<file path="src/rtl/score_counter.sv">
// Game scorekeeper: counts held-button frames into points, freezes the score on
// collision and tracks the session high score. Updates land on the blanking tick.
module score_counter #(
  parameter int FRAMES_PER_POINT = 8,
  parameter int SCORE_MAX        = 255,
  parameter int TICK_VPOS        = 480
) (
  input  logic       i_clk,
  input  logic       i_rst,
  input  logic [9:0] i_vpos,
  input  logic [9:0] i_hpos,
  input  logic       i_move,
  input  logic       i_collision,
  input  logic       i_start,
  output logic [7:0] o_score,
  output logic [7:0] o_high_score,
  output logic       o_game_over,
  output logic       o_playing
);

  typedef enum logic [1:0] {IDLE, PLAY, OVER} state_t;

  localparam logic [7:0] FCNT_LAST  = 8'(FRAMES_PER_POINT - 1);
  localparam logic [8:0] SCORE_MAX9 = 9'(SCORE_MAX);

  state_t     state_q, state_d;
  logic [7:0] score_q, score_d;
  logic [7:0] high_q, high_d;
  logic [7:0] fcnt_q, fcnt_d;
  logic       sync1_q, sync1_d;
  logic       sync2_q, sync2_d;
  logic       game_over_q, game_over_d;
  logic       playing_q, playing_d;

  logic       tick;
  logic       move_s;
  logic [8:0] score_inc;

  assign tick      = (i_vpos == 10'(TICK_VPOS)) && (i_hpos == 10'd0);
  assign move_s    = sync2_q;
  // 9-bit sum so a 255 ceiling cannot wrap back to zero
  assign score_inc = {1'b0, score_q} + 9'd1;

  always_comb begin
    state_d = state_q;
    score_d = score_q;
    high_d  = high_q;
    fcnt_d  = fcnt_q;
    sync1_d = i_move;
    sync2_d = sync1_q;
    case (state_q)
      IDLE: begin
        score_d = 8'd0;
        fcnt_d  = 8'd0;
        if (i_start) state_d = PLAY;
      end
      PLAY: begin
        if (i_collision) begin
          state_d = OVER;
          if (score_q > high_q) high_d = score_q;
        end else if (tick) begin
          if (move_s) begin
            if (fcnt_q == FCNT_LAST) begin
              fcnt_d  = 8'd0;
              score_d = (score_inc > SCORE_MAX9) ? SCORE_MAX9[7:0] : score_inc[7:0];
            end else begin
              fcnt_d = fcnt_q + 8'd1;
            end
          end else begin
            fcnt_d = 8'd0;
          end
        end
      end
      OVER: begin
        if (i_start) begin
          state_d = PLAY;
          score_d = 8'd0;
          fcnt_d  = 8'd0;
        end
      end
      default: state_d = IDLE;
    endcase
    playing_d   = (state_d == PLAY);
    game_over_d = (state_d == OVER);
  end

  always_ff @(posedge i_clk) begin
    if (i_rst) begin
      state_q     <= IDLE;
      score_q     <= 8'd0;
      high_q      <= 8'd0;
      fcnt_q      <= 8'd0;
      sync1_q     <= 1'b0;
      sync2_q     <= 1'b0;
      game_over_q <= 1'b0;
      playing_q   <= 1'b0;
    end else begin
      state_q     <= state_d;
      score_q     <= score_d;
      high_q      <= high_d;
      fcnt_q      <= fcnt_d;
      sync1_q     <= sync1_d;
      sync2_q     <= sync2_d;
      game_over_q <= game_over_d;
      playing_q   <= playing_d;
    end
  end

  assign o_score      = score_q;
  assign o_high_score = high_q;
  assign o_game_over  = game_over_q;
  assign o_playing    = playing_q;

endmodule
</file>
<file path="config.mk">
export PLATFORM = sky130hd
export DESIGN_NAME = score_counter
export DESIGN_NICKNAME = d
export VERILOG_FILES = /design/src/rtl/score_counter.sv
export SDC_FILE = /design/constraint.sdc
export NUM_CORES = 1
export LEC_CHECK = 0
export BUFFER_PORTS_ARGS = -buffer_cell sky130_fd_sc_hd__buf_2
export CELL_PAD_IN_SITES_DETAIL_PLACEMENT = 0
export CELL_PAD_IN_SITES_GLOBAL_PLACEMENT = 2
export CORE_UTILIZATION = 28
export DETAILED_ROUTE_END_ITERATION = 8
export GPL_TIMING_DRIVEN = 0
export PLACE_DENSITY_LB_ADDON = 0.12
export SLEW_MARGIN = 5
export SYNTH_ARGS = -nofsm -noshare
export SYNTH_HDL_FRONTEND = slang
export SYNTH_SLANG_ARGS = --single-unit
</file>
<file path="constraint.sdc">
create_clock -name i_clk -period 2.39 [get_ports i_clk]
set_clock_uncertainty 0.15 [all_clocks]
set_input_delay 0.478 -clock i_clk [delete_from_list [all_inputs] [get_ports i_clk]]
set_output_delay 0.478 -clock i_clk [all_outputs]
set_load 0.005 [all_outputs]
</file>
Word level (Yosys, flattened, before mapping). Index checks and enable logic that the tools add are counted.

Output and inout bits: 18. Bits in registers: 30. Input bits: 25. Word-level logic and storage cells: 46.

Eq/ne operators: 11. Muxes and demuxes: 15. Add/subtract/negate cells: 2. Magnitude comparators: 2. Reductions and logical operators: 8.

Operators with widths (count): 2-to-1 mux 8 bit (10); one-hot mux 8 bit (3 select lines) (2); equality test 10 x 9 -> 1 bit (second input constant) (1); logical NOT 10 bit (1); != test 2 bit (second input constant) (5); adder 8 x 1 -> 9 bit (second input constant) (1); > comparator 9 x 8 -> 1 bit (second input constant) (1); adder 8 x 1 -> 8 bit (second input constant) (1); equality test 8 x 3 -> 1 bit (second input constant) (1); > comparator 8 bit (1); AND reduction 6 bit (1); equality test 2 x 1 -> 1 bit (second input constant) (2); equality test 2 bit (second input constant) (2); 2-to-1 mux 2 bit (2); one-hot mux 2 bit (2 select lines) (1); AND reduction 4 bit (1); AND reduction 3 bit (1); nonzero test 3 bit (1); logical NOT 2 bit (1); OR reduction 2 bit (1); logical AND 1 bit (1).

Logic depth before layout (Yosys ltp). Gate-level depths: netlist (run 1).

Depth after elaboration: 8. Gate-level depth with buffers: 8. Depth with buffers taken out: 8.

Least setup slack after synthesis (run 1). OpenSTA, ideal clock, no wires.

Path kind: reg-to-reg. Start point: register score_q[0] (netlist: o_score[0]). End point: register score_q[0] (netlist: o_score[0]). Buffers on the path: 0. Clock period less this slack: 2.464 ns. Setup time: 0.068 ns. Stages on the path, launching flop included: 8. Data arrival time: 2.245 ns. Slack: -0.074 ns. Cells stage by stage: dfxtp_1 inv_1 ha_1 or4b_1 o32ai_1 o211ai_1 a2111oi_2 o21bai_2.

Word-level cells in the longest chain between the ends: 8.

RTL lines: start, declared (RTL line 27) `logic [7:0] score_q, score_d;`; start signal, assigned (RTL line 99) `score_q <= score_d;`; adder 8 x 1 -> 9 bit (*) (RTL line 42) `assign score_inc = {1'b0, score_q} + 9'd1;`; > comparator 9 x 8 -> 1 bit (RTL line 65) `score_d = (score_inc > SCORE_MAX9) ? SCORE_MAX9[7:0] : score_inc[7:0];`; 2-to-1 mux 8 bit (*) (RTL line 65); 2-to-1 mux 8 bit (*) (RTL line 63) `if (fcnt_q == FCNT_LAST) begin`; 2-to-1 mux 8 bit (*) (RTL line 62) `if (move_s) begin`; 2-to-1 mux 8 bit (*) (RTL line 61) `end else if (tick) begin`; 2-to-1 mux 8 bit (*) (RTL line 58) `if (i_collision) begin`; one-hot mux 8 bit (3 select lines) (*) (RTL line 51) `case (state_q)`.

Every way passes the cells marked *; elsewhere a longest branch is shown, timed or not. The select of a mux whose other input is x is not followed. A chain may end at the register's enable or synchronous reset.

Final worst setup path (run 1).
Start point: register score_q[0] (netlist: o_score[0]). End point: register score_q[1] (netlist: o_score[1]).

Same word-level chain as after synthesis.

==> impl_results.md, run 1 <==
- Final worst-path cycle share: 0.970
- Final routed DRC violation total: 0
- IO Pins: 43
- Final core utilization: 0.384
- Clock share of power: 0.437
- Initial core utilization: 0.297
- Sequential area share after synthesis: 0.336
- Final min period: 2320 ps
- Mapped Avg Cell Area: 8.56 µm²
- CTS tree: built
- Largest net degree at the start of global routing: 11
- Clock root buffer: clkbuf_8
- Fraction of layout cells with a size suffix above 1: 0.308
- Initial antenna violation count: 0
- Worst-Margin Slew: 631 ps
- Synth async-reset ratio: 0
- Register bit total from synthesis: 30
- Yosys warnings: 0
- Pint: 845 µW
- Multi-input logic area: 1180 µm²
- Post-synth EDFFs: 0
- Die width: 81.9 µm
- Routed len/inst: 14.2 µm
- Post-synthesis cell count: 209
- Post-DP HPWL: 3.54 mm
- Arrival @ worst endpoint: 2380 ps
- Mapped Nets: 245
- Core area: 6030 µm²
- Hold Buf Count CTS: 0
- Final Hold Fails: 0
- Htree depth: 2
- Synthesized area: 1790 µm²
- Clock sinks: 30
- Max transition margin: 0.580
- First-pass GRT wire length: 7.75 mm
- Final-stage net count: 298
- Post-synthesis cell type count: 47
- Gp weighted congestion: 0.736
- Pwr Total: 1.11 mW
- Max-cap check violation count: 0
- Vias in the first global route: 1590
- Max VDD drop: 0.000299 V
- Max Slew Vio Count: 0
- Worst skew pair latency: 280 ps
- Starting DRT DRC Count: 117
- Tot GR Track Use: 0.153
- Slowest-stage cell, CP: or4b_4
- PD cells: 481 nW/µm²
- Overall routed net length: 4.79 mm
- N_diodes: 0
- WP data required: 2450 ps
- Sequential power share: 0.460
- Worst setup EP type: flop
- Leakage power: 0.925 nW
- TritonCTS buffer count: 5
- Reg area: 608 µm²
- Syn-to-layout area delta: 29.3%
- Die Ht: 81.9 µm
- Post-DRT Antenna Nets: 0
- Vias: 1712
- CP startpoint kind: flop
- CTS max path bufs: 2
- RSZ-0062 raised after global routing: yes
- Hold Path Class: in -> reg
- Row count: 28
- Combinational power share: 0.103
- DRT Pass-1 Iters: 4
- Peak Freq: 0.431 GHz
- Status: finished, final reports clean
- Drt via density: 5.07
- WS Path Type: reg -> reg
- Most frequent cells in the layout: buf_2, dfxtp_1, a21oi_1
- Port Buffers: 41
- CP max stage delay: 480 ps
- Commonest non-fill, non-tap cell in the layout: buf_2
- Sw Share: 0.241
- Overflow after GRT: 0
- Die Area: 6710 µm²
- Clock slew at reported path FFs: 70 ps
- Fillers: 646
- Setup TNS: 0 ps
- P_sw: 269 µW
- CP Cell Sequence: inv_4, ha_4, or4b_4, o32ai_2, o211ai_1, a2111o_1, o21ai_1
- Endpoints failing setup: 0
- Top_reg_cell synth: dfxtp_1
- Largest cells by area after synthesis: dfxtp_1, ha_1, nand2b_1
- Yosys top cell area share: 0.336
- Leading area contributor after synthesis: dfxtp_1
- Worst-path maximum fanout: 4
-- registers in the layout, summed over array words and instances, names as in the netlist --
register / flops
sync1_q: 1
state_q: 2
o_high_score: 8
fcnt_q: 8
o_playing: 1
move_s: 1
o_score: 8
o_game_over: 1
-- cell usage after synthesis, drive strengths merged (3+ instances only) --
library cell	count
nand2b	18
a21oi	21
nor4	3
nand4b	3
nand3	12
nor3	6
nor2	14
or4	3
o21ai	9
nand4	4
inv	11
ha	11
nand2	8
dfxtp	30
and3	6
a21o	4
mux2i	8
nor2b	6
clkbuf	7
-- layout make-up --
cell class,count,area share
Timing Repair Buffer,47,0.108
Inverter,11,0.0189
Tap cell,75,0.0406
Buffer,6,0.0103
Sequential cell,30,0.263
Multi-Input combinational cell,161,0.512
Clock buffer,8,0.0476
-- what timing repair did --
action	CTS	global route
pin swaps	6	7
gates resized for setup	5	12
setup buffers	3	3
setup endpoints to repair	7	6
endpoints found under the hold margin	0	0
-- worst max-delay path, delay by kind of cell, from the launching register on --
family	cells	cell delay, ps
buffers and inverters	1	40
adder cells (fa/ha/maj)	1	200
flip-flops	1	360
AO/OA/AOI/OAI	4	1020
AND/OR/NAND/NOR	1	480
-- stage by stage --
| step | cells | hold slack [ps] | instance area [µm²] | setup WS, ps |
|---|---|---|---|---|
| 2_1_floorplan | 209 | 264 | 1790 | 1.01 |
| 3_5_place_dp | 325 | 278 | 2090 | -210 |
| 5_1_grt | 338 | 265 | 2310 | -13.1 |
| 3_3_place_gp | 325 | 279 | 2090 | -230 |
| 6_report | 338 | 264 | 2310 | 72.3 |
| 4_1_cts | 336 | 259 | 2240 | 33.6 |
-- path summary, 6_finish.rpt --
path,from,end,slack (ps),cells after the start
min,i_move,sync1_q,260,2
max,o_score[0],o_score[1],70,7
min reg2reg,sync1_q,move_s,290,1
max reg2reg,o_score[0],o_score[1],70,7
-- kinds of logic after synthesis --
family	after synthesis	synth area share
AND/OR/NAND/NOR	91	0.313
AO/OA/AOI/OAI	50	0.187
flip-flops	30	0.336
buffers and inverters	18	0.0378
adder cells (fa/ha/maj)	11	0.0769
multiplexers	8	0.0448
XOR/XNOR	1	0.00490
-- power groups by stage --
stage | registers (mW) | logic [mW] | clock network (mW)
detailed placement | 0.526 | 0.103 | 0
CTS | 0.512 | 0.107 | 0.511
global placement | 0.525 | 0.103 | 0
global route | 0.512 | 0.127 | 0.536
finish | 0.512 | 0.115 | 0.487
floorplan | 0.524 | 0.0591 | 0
-- metal layers --
layer	track usage	vias up	wire, µm
li1	-	870	-
met3	0.0344	2	195
met2	0.241	42	2170
met1	0.209	798	2400
met4	0.0368	0	21
met5	0	-	0
No activity file was read; power rests on OpenSTA's default activity.
==> run 2, diff against run 1 <==
--- a/config.mk
+++ b/config.mk
@@ -5,10 +5,8 @@
 export SDC_FILE = /design/constraint.sdc
 export NUM_CORES = 1
 export LEC_CHECK = 0
-export BUFFER_PORTS_ARGS = -buffer_cell sky130_fd_sc_hd__buf_2
-export CELL_PAD_IN_SITES_DETAIL_PLACEMENT = 0
-export CELL_PAD_IN_SITES_GLOBAL_PLACEMENT = 2
-export CORE_UTILIZATION = 28
+export BUFFER_PORTS_ARGS = -buffer_cell sky130_fd_sc_hd__buf_4
+export CORE_UTILIZATION = 45
 export DETAILED_ROUTE_END_ITERATION = 8
 export GPL_TIMING_DRIVEN = 0
 export PLACE_DENSITY_LB_ADDON = 0.12
==> impl_results.md, run 2 (same netlist as run 1, synthesis figures left out) <==
- Status: finished, final reports clean
- Overall routed net length: 3.93 mm
- Most frequent cells in the layout: buf_4, dfxtp_1, a21oi_1
- Arrival @ worst endpoint: 2440 ps
- Hold Path Class: in -> reg
- WS Path Type: reg -> reg
- Final routed DRC violation total: 0
- Syn-to-layout area delta: 29.8%
- RSZ-0062 raised after global routing: yes
- Worst-Margin Slew: 623 ps
- Slowest-stage cell, CP: or4b_4
- Fillers: 361
- Overflow after GRT: 0
- Worst-path maximum fanout: 5
- CP max stage delay: 490 ps
- Max Slew Vio Count: 0
- Post-DRT Antenna Nets: 0
- Largest net degree at the start of global routing: 11
- CP Cell Sequence: inv_4, ha_4, or4b_4, o32ai_4, o211ai_1, a2111o_1, o21ai_1
- DRT Pass-1 Iters: 4
- Die Area: 4230 µm²
- Final min period: 2380 ps
- Routed len/inst: 12.7 µm
- WP data required: 2450 ps
- Endpoints failing setup: 0
- Initial antenna violation count: 0
- First-pass GRT wire length: 6.64 mm
- Hold_ws: 260 ps
- Vias in the first global route: 1550
- Die Ht: 65.1 µm
- Max VDD drop: 0.000480 V
- Drt via density: 5.40
- Layout Cells excl Fill: 309
- PD cells: 452 nW/µm²
- Clock root buffer: clkbuf_8
- CTS max path bufs: 2
- Multi-input logic area: 1160 µm²
- Pwr Total: 1.05 mW
- Combinational power share: 0.109
- Fin area: 2320 µm²
- Worst skew pair latency: 280 ps
- Final Hold Fails: 0
- Gp weighted congestion: 0.776
- Setup TNS: 0 ps
- Port Buffers: 41
- Starting DRT DRC Count: 73
- Placed cells: 298
- Area post-placement: 2160 µm²
- Core area: 3740 µm²
- CP startpoint kind: flop
- Fraction of layout cells with a size suffix above 1: 0.276
- Peak Freq: 0.420 GHz
- Vias: 1670
- CTS tree: built
- P_sw: 256 µW
- Htree depth: 2
- Tot GR Track Use: 0.203
- Post-DP HPWL: 2.94 mm
- Max transition margin: 0.584
- Row count: 22
- Die width: 65.1 µm
- Clock share of power: 0.404
- Pint: 794 µW
- TritonCTS buffer count: 5
- Clock slew at reported path FFs: 70 ps
- Leakage power: 0.920 nW
- Final worst-path cycle share: 0.997
- Reg area: 608 µm²
- Initial core utilization: 0.478
- Worst setup EP type: flop
- Sequential power share: 0.487
- Max-cap check violation count: 0
- Sw Share: 0.244
- Commonest non-fill, non-tap cell in the layout: buf_4
- Final-stage net count: 296
- Clock sinks: 30
- N_diodes: 0
- IO Pins: 43
[run 2: cell count changes in the layout (fill, tap and decap cells not counted), moves of 2 or more]
| cell | delta |
|---|---|
| buf_2 | -41 |
| buf_4 | +38 |
| clkbuf_1 | +2 |
| clkbuf_8 | -2 |
| nand3_1 | +3 |
| nand3_2 | -3 |
[run 2: per-stage QoR]
step                utilization  setup WS, ps
detailed placement        0.577          -197
floorplan                     -          1.01
global placement          0.577          -193
global route              0.620         -89.7
CTS                       0.615          25.5
finish                    0.620          8.30
[run 2: layout make-up]
| cell class | instances | share of cell area |
|---|---|---|
| multi-input cells | 161 | 0.500 |
| plain buffers | 7 | 0.0119 |
| well taps | 48 | 0.0259 |
| flip-flops and latches | 30 | 0.262 |
| clock buffers | 7 | 0.0372 |
| clock inverters | 1 | 0.00216 |
| repair buffers | 44 | 0.142 |
| inverters | 11 | 0.0189 |
[run 2: per-layer routing]
metal | routed length [µm] | vias up | global-route usage
met1 | 1900 | 765 | 0.232
met5 | 0 | - | 0
met3 | 152 | 7 | 0.0493
met4 | 48 | 0 | 0.0734
met2 | 1830 | 33 | 0.362
li1 | - | 865 | -
[run 2: power groups by stage]
stage / Sequential [mW] / Clock [mW] / Combinational [mW]
global placement: 0.525 / 0 / 0.109
floorplan: 0.524 / 0 / 0.0591
global route: 0.512 / 0.456 / 0.127
detailed placement: 0.525 / 0 / 0.109
finish: 0.511 / 0.425 / 0.114
CTS: 0.511 / 0.430 / 0.114
[run 2: path summary, 6_finish.rpt]
| path | from | to | slack [ps] | depth (start not counted) |
|---|---|---|---|---|
| max | o_score[0] | o_score[1] | 8 | 7 |
| min | i_move | sync1_q | 260 | 2 |
| max reg2reg | o_score[0] | o_score[1] | 8 | 7 |
| min reg2reg | sync1_q | move_s | 280 | 1 |
[run 2: timing repair]
item                       CTS  global route
setup buffers                3             0
setup endpoints to repair    4            10
resized for setup            6             6
pin swaps                    5             3
hold endpoints to repair     0             0
hold buffers                 0             0
[run 2: worst max-delay path: cells and delay by family (launching register included)]
kind / cells / cell delay, ps
AND/OR/NAND/NOR: 1 / 490
buffers and inverters: 1 / 40
flip-flops: 1 / 360
AO/OA/AOI/OAI: 4 / 1070
adder cells (fa/ha/maj): 1 / 200
==> run 3, diff against run 2 <==
--- a/config.mk
+++ b/config.mk
@@ -6,6 +6,7 @@
 export NUM_CORES = 1
 export LEC_CHECK = 0
 export BUFFER_PORTS_ARGS = -buffer_cell sky130_fd_sc_hd__buf_4
+export CORE_MARGIN = 3
 export CORE_UTILIZATION = 45
 export DETAILED_ROUTE_END_ITERATION = 8
 export GPL_TIMING_DRIVEN = 0
==> impl_results.md, run 3 (same netlist as run 1, synthesis figures left out) <==
- Status: complete, but fails checks
- Failing checks: setup timing
- Combinational power share: 0.115
- Drt via density: 5.53
- Placed cells: 298
- Reg area: 608 µm²
- Row count: 22
- Hold Buf Count CTS: 0
- Pint: 764 µW
- Peak Freq: 0.411 GHz
- Core area: 3740 µm²
- Slowest-stage cell, CP: or4b_4
- Post-DP HPWL: 3.10 mm
- Commonest non-fill, non-tap cell in the layout: buf_4
- Post-route setup slack: -43.1 ps
- Sequential power share: 0.508
- Leakage power: 0.910 nW
- Met1 global-route usage: 0.218
- Hold Path Class: in -> reg
- Syn-to-layout area delta: 29.5%
- Clock root buffer: clkbuf_8
- Final min period: 2430 ps
- Worst-Margin Slew: 637 ps
- Worst reg-to-reg path cell count: 8
- Max VDD drop: 0.000388 V
- Overflow after GRT: 0
- Largest net degree at the start of global routing: 11
- Most frequent cells in the layout: buf_4, dfxtp_1, a21oi_1
- Vias: 1708
- Setup TNS: -90.5 ps
- N_diodes: 0
- Htree depth: 2
- TritonCTS buffer count: 5
- RSZ-0062 raised after global routing: yes
- Clock slew at reported path FFs: 60 ps
- P_sw: 243 µW
- Die Ht: 69.1 µm
- Arrival @ worst endpoint: 2470 ps
- Final routed DRC violation total: 0
- Final core utilization: 0.619
- CP Cell Sequence: ha_4, or4b_4, o32ai_4, o211ai_1, buf_4, nand3_1, a21oi_1, nor3_1
- Fin area: 2320 µm²
- Global route hottest layer: met2
- CP startpoint kind: flop
- Initial core utilization: 0.478
- Starting DRT DRC Count: 133
- WP data required: 2430 ps
- Max Slew Vio Count: 0
- Hold path cells: 2
- Post-DRT Antenna Nets: 0
- Clock share of power: 0.377
- Final-stage net count: 297
- Die width: 69.1 µm
- Global Route met2 Usage: 0.317
- DRT Pass-1 Iters: 4
- Final Hold Fails: 0
- First-pass GRT wire length: 7.38 mm
- Sw Share: 0.242
- CP max stage delay: 540 ps
- Layout Cells excl Fill: 309
- Multi-input logic area: 1160 µm²
- Tot GR Track Use: 0.184
- IO Pins: 43
- Max-cap check violation count: 0
- CTS tree: built
- Endpoints failing setup: 3
- Fraction of layout cells with a size suffix above 1: 0.276
- PD cells: 435 nW/µm²
- CTS max path bufs: 2
- Area post-placement: 2160 µm²
- Overall routed net length: 4.19 mm
- Final worst-path cycle share: 1.02
- Fillers: 360
- Worst setup EP type: flop
- Port Buffers: 41
- Initial antenna violation count: 0
- Vias in the first global route: 1695
- Worst skew pair latency: 270 ps
- Worst-path maximum fanout: 5
- Hold_ws: 267 ps
- Clock sinks: 30
- Met3 GRT Util: 0.0466
- Routed len/inst: 13.5 µm
- Die Area: 4770 µm²
- WS Path Type: reg -> reg
- Max transition margin: 0.575
- Gp weighted congestion: 0.808
run 3: cell types whose count changed in the layout (fill, tap and decap cells not counted), sizes merged:
cell,before,now
buf,44,45
clkinv,1,0
run 3: final timing paths:
check / slack [ps] / from / endpoint
setup / recovery: -40 / o_score[1] / o_score[2]
hold / removal: 270 / i_move / sync1_q
setup reg to reg: -40 / o_score[1] / o_score[2]
hold reg to reg: 300 / sync1_q / move_s
run 3: metal layers:
layer,share of wire,wire (µm),vias to the layer above
met4,0.018,74,0
met5,0,0,-
li1,-,-,867
met2,0.49,2040,65
met3,0.069,288,7
met1,0.42,1780,769
run 3: power groups by stage:
stage / Sequential (mW) / Combinational, mW / Clock, mW
finish: 0.512 / 0.116 / 0.379
global route: 0.513 / 0.130 / 0.401
CTS: 0.512 / 0.114 / 0.386
detailed placement: 0.525 / 0.110 / 0
global placement: 0.525 / 0.109 / 0
floorplan: 0.524 / 0.0591 / 0
run 3: final cells by class:
type | instances | area share
Multi-Input combinational cell | 161 | 0.503
Tap cell | 48 | 0.0259
Buffer | 7 | 0.0113
Inverter | 11 | 0.0189
Clock buffer | 7 | 0.0329
Sequential cell | 30 | 0.262
Timing Repair Buffer | 45 | 0.146
run 3: worst max-delay path: cells and delay by family, from the launching register on:
kind / cells / cell delay (ps)
buffers and inverters: 1 / 210
AND/OR/NAND/NOR: 3 / 790
adder cells (fa/ha/maj): 1 / 240
flip-flops: 1 / 370
AO/OA/AOI/OAI: 3 / 590
run 3: through the flow:
step | setup WS, ps | power [mW]
detailed placement | -167 | 0.635
global placement | -201 | 0.634
finish | -43.1 | 1.01
CTS | 2.49 | 1.01
floorplan | 1.01 | 0.583
global route | -157 | 1.04
run 3: timing repair:
item | CTS | global route
gates resized for setup | 4 | 8
hold endpoints to repair | 0 | 0
pin swaps | 3 | 8
setup buffers | 1 | 3
setup endpoints to repair | 4 | 17
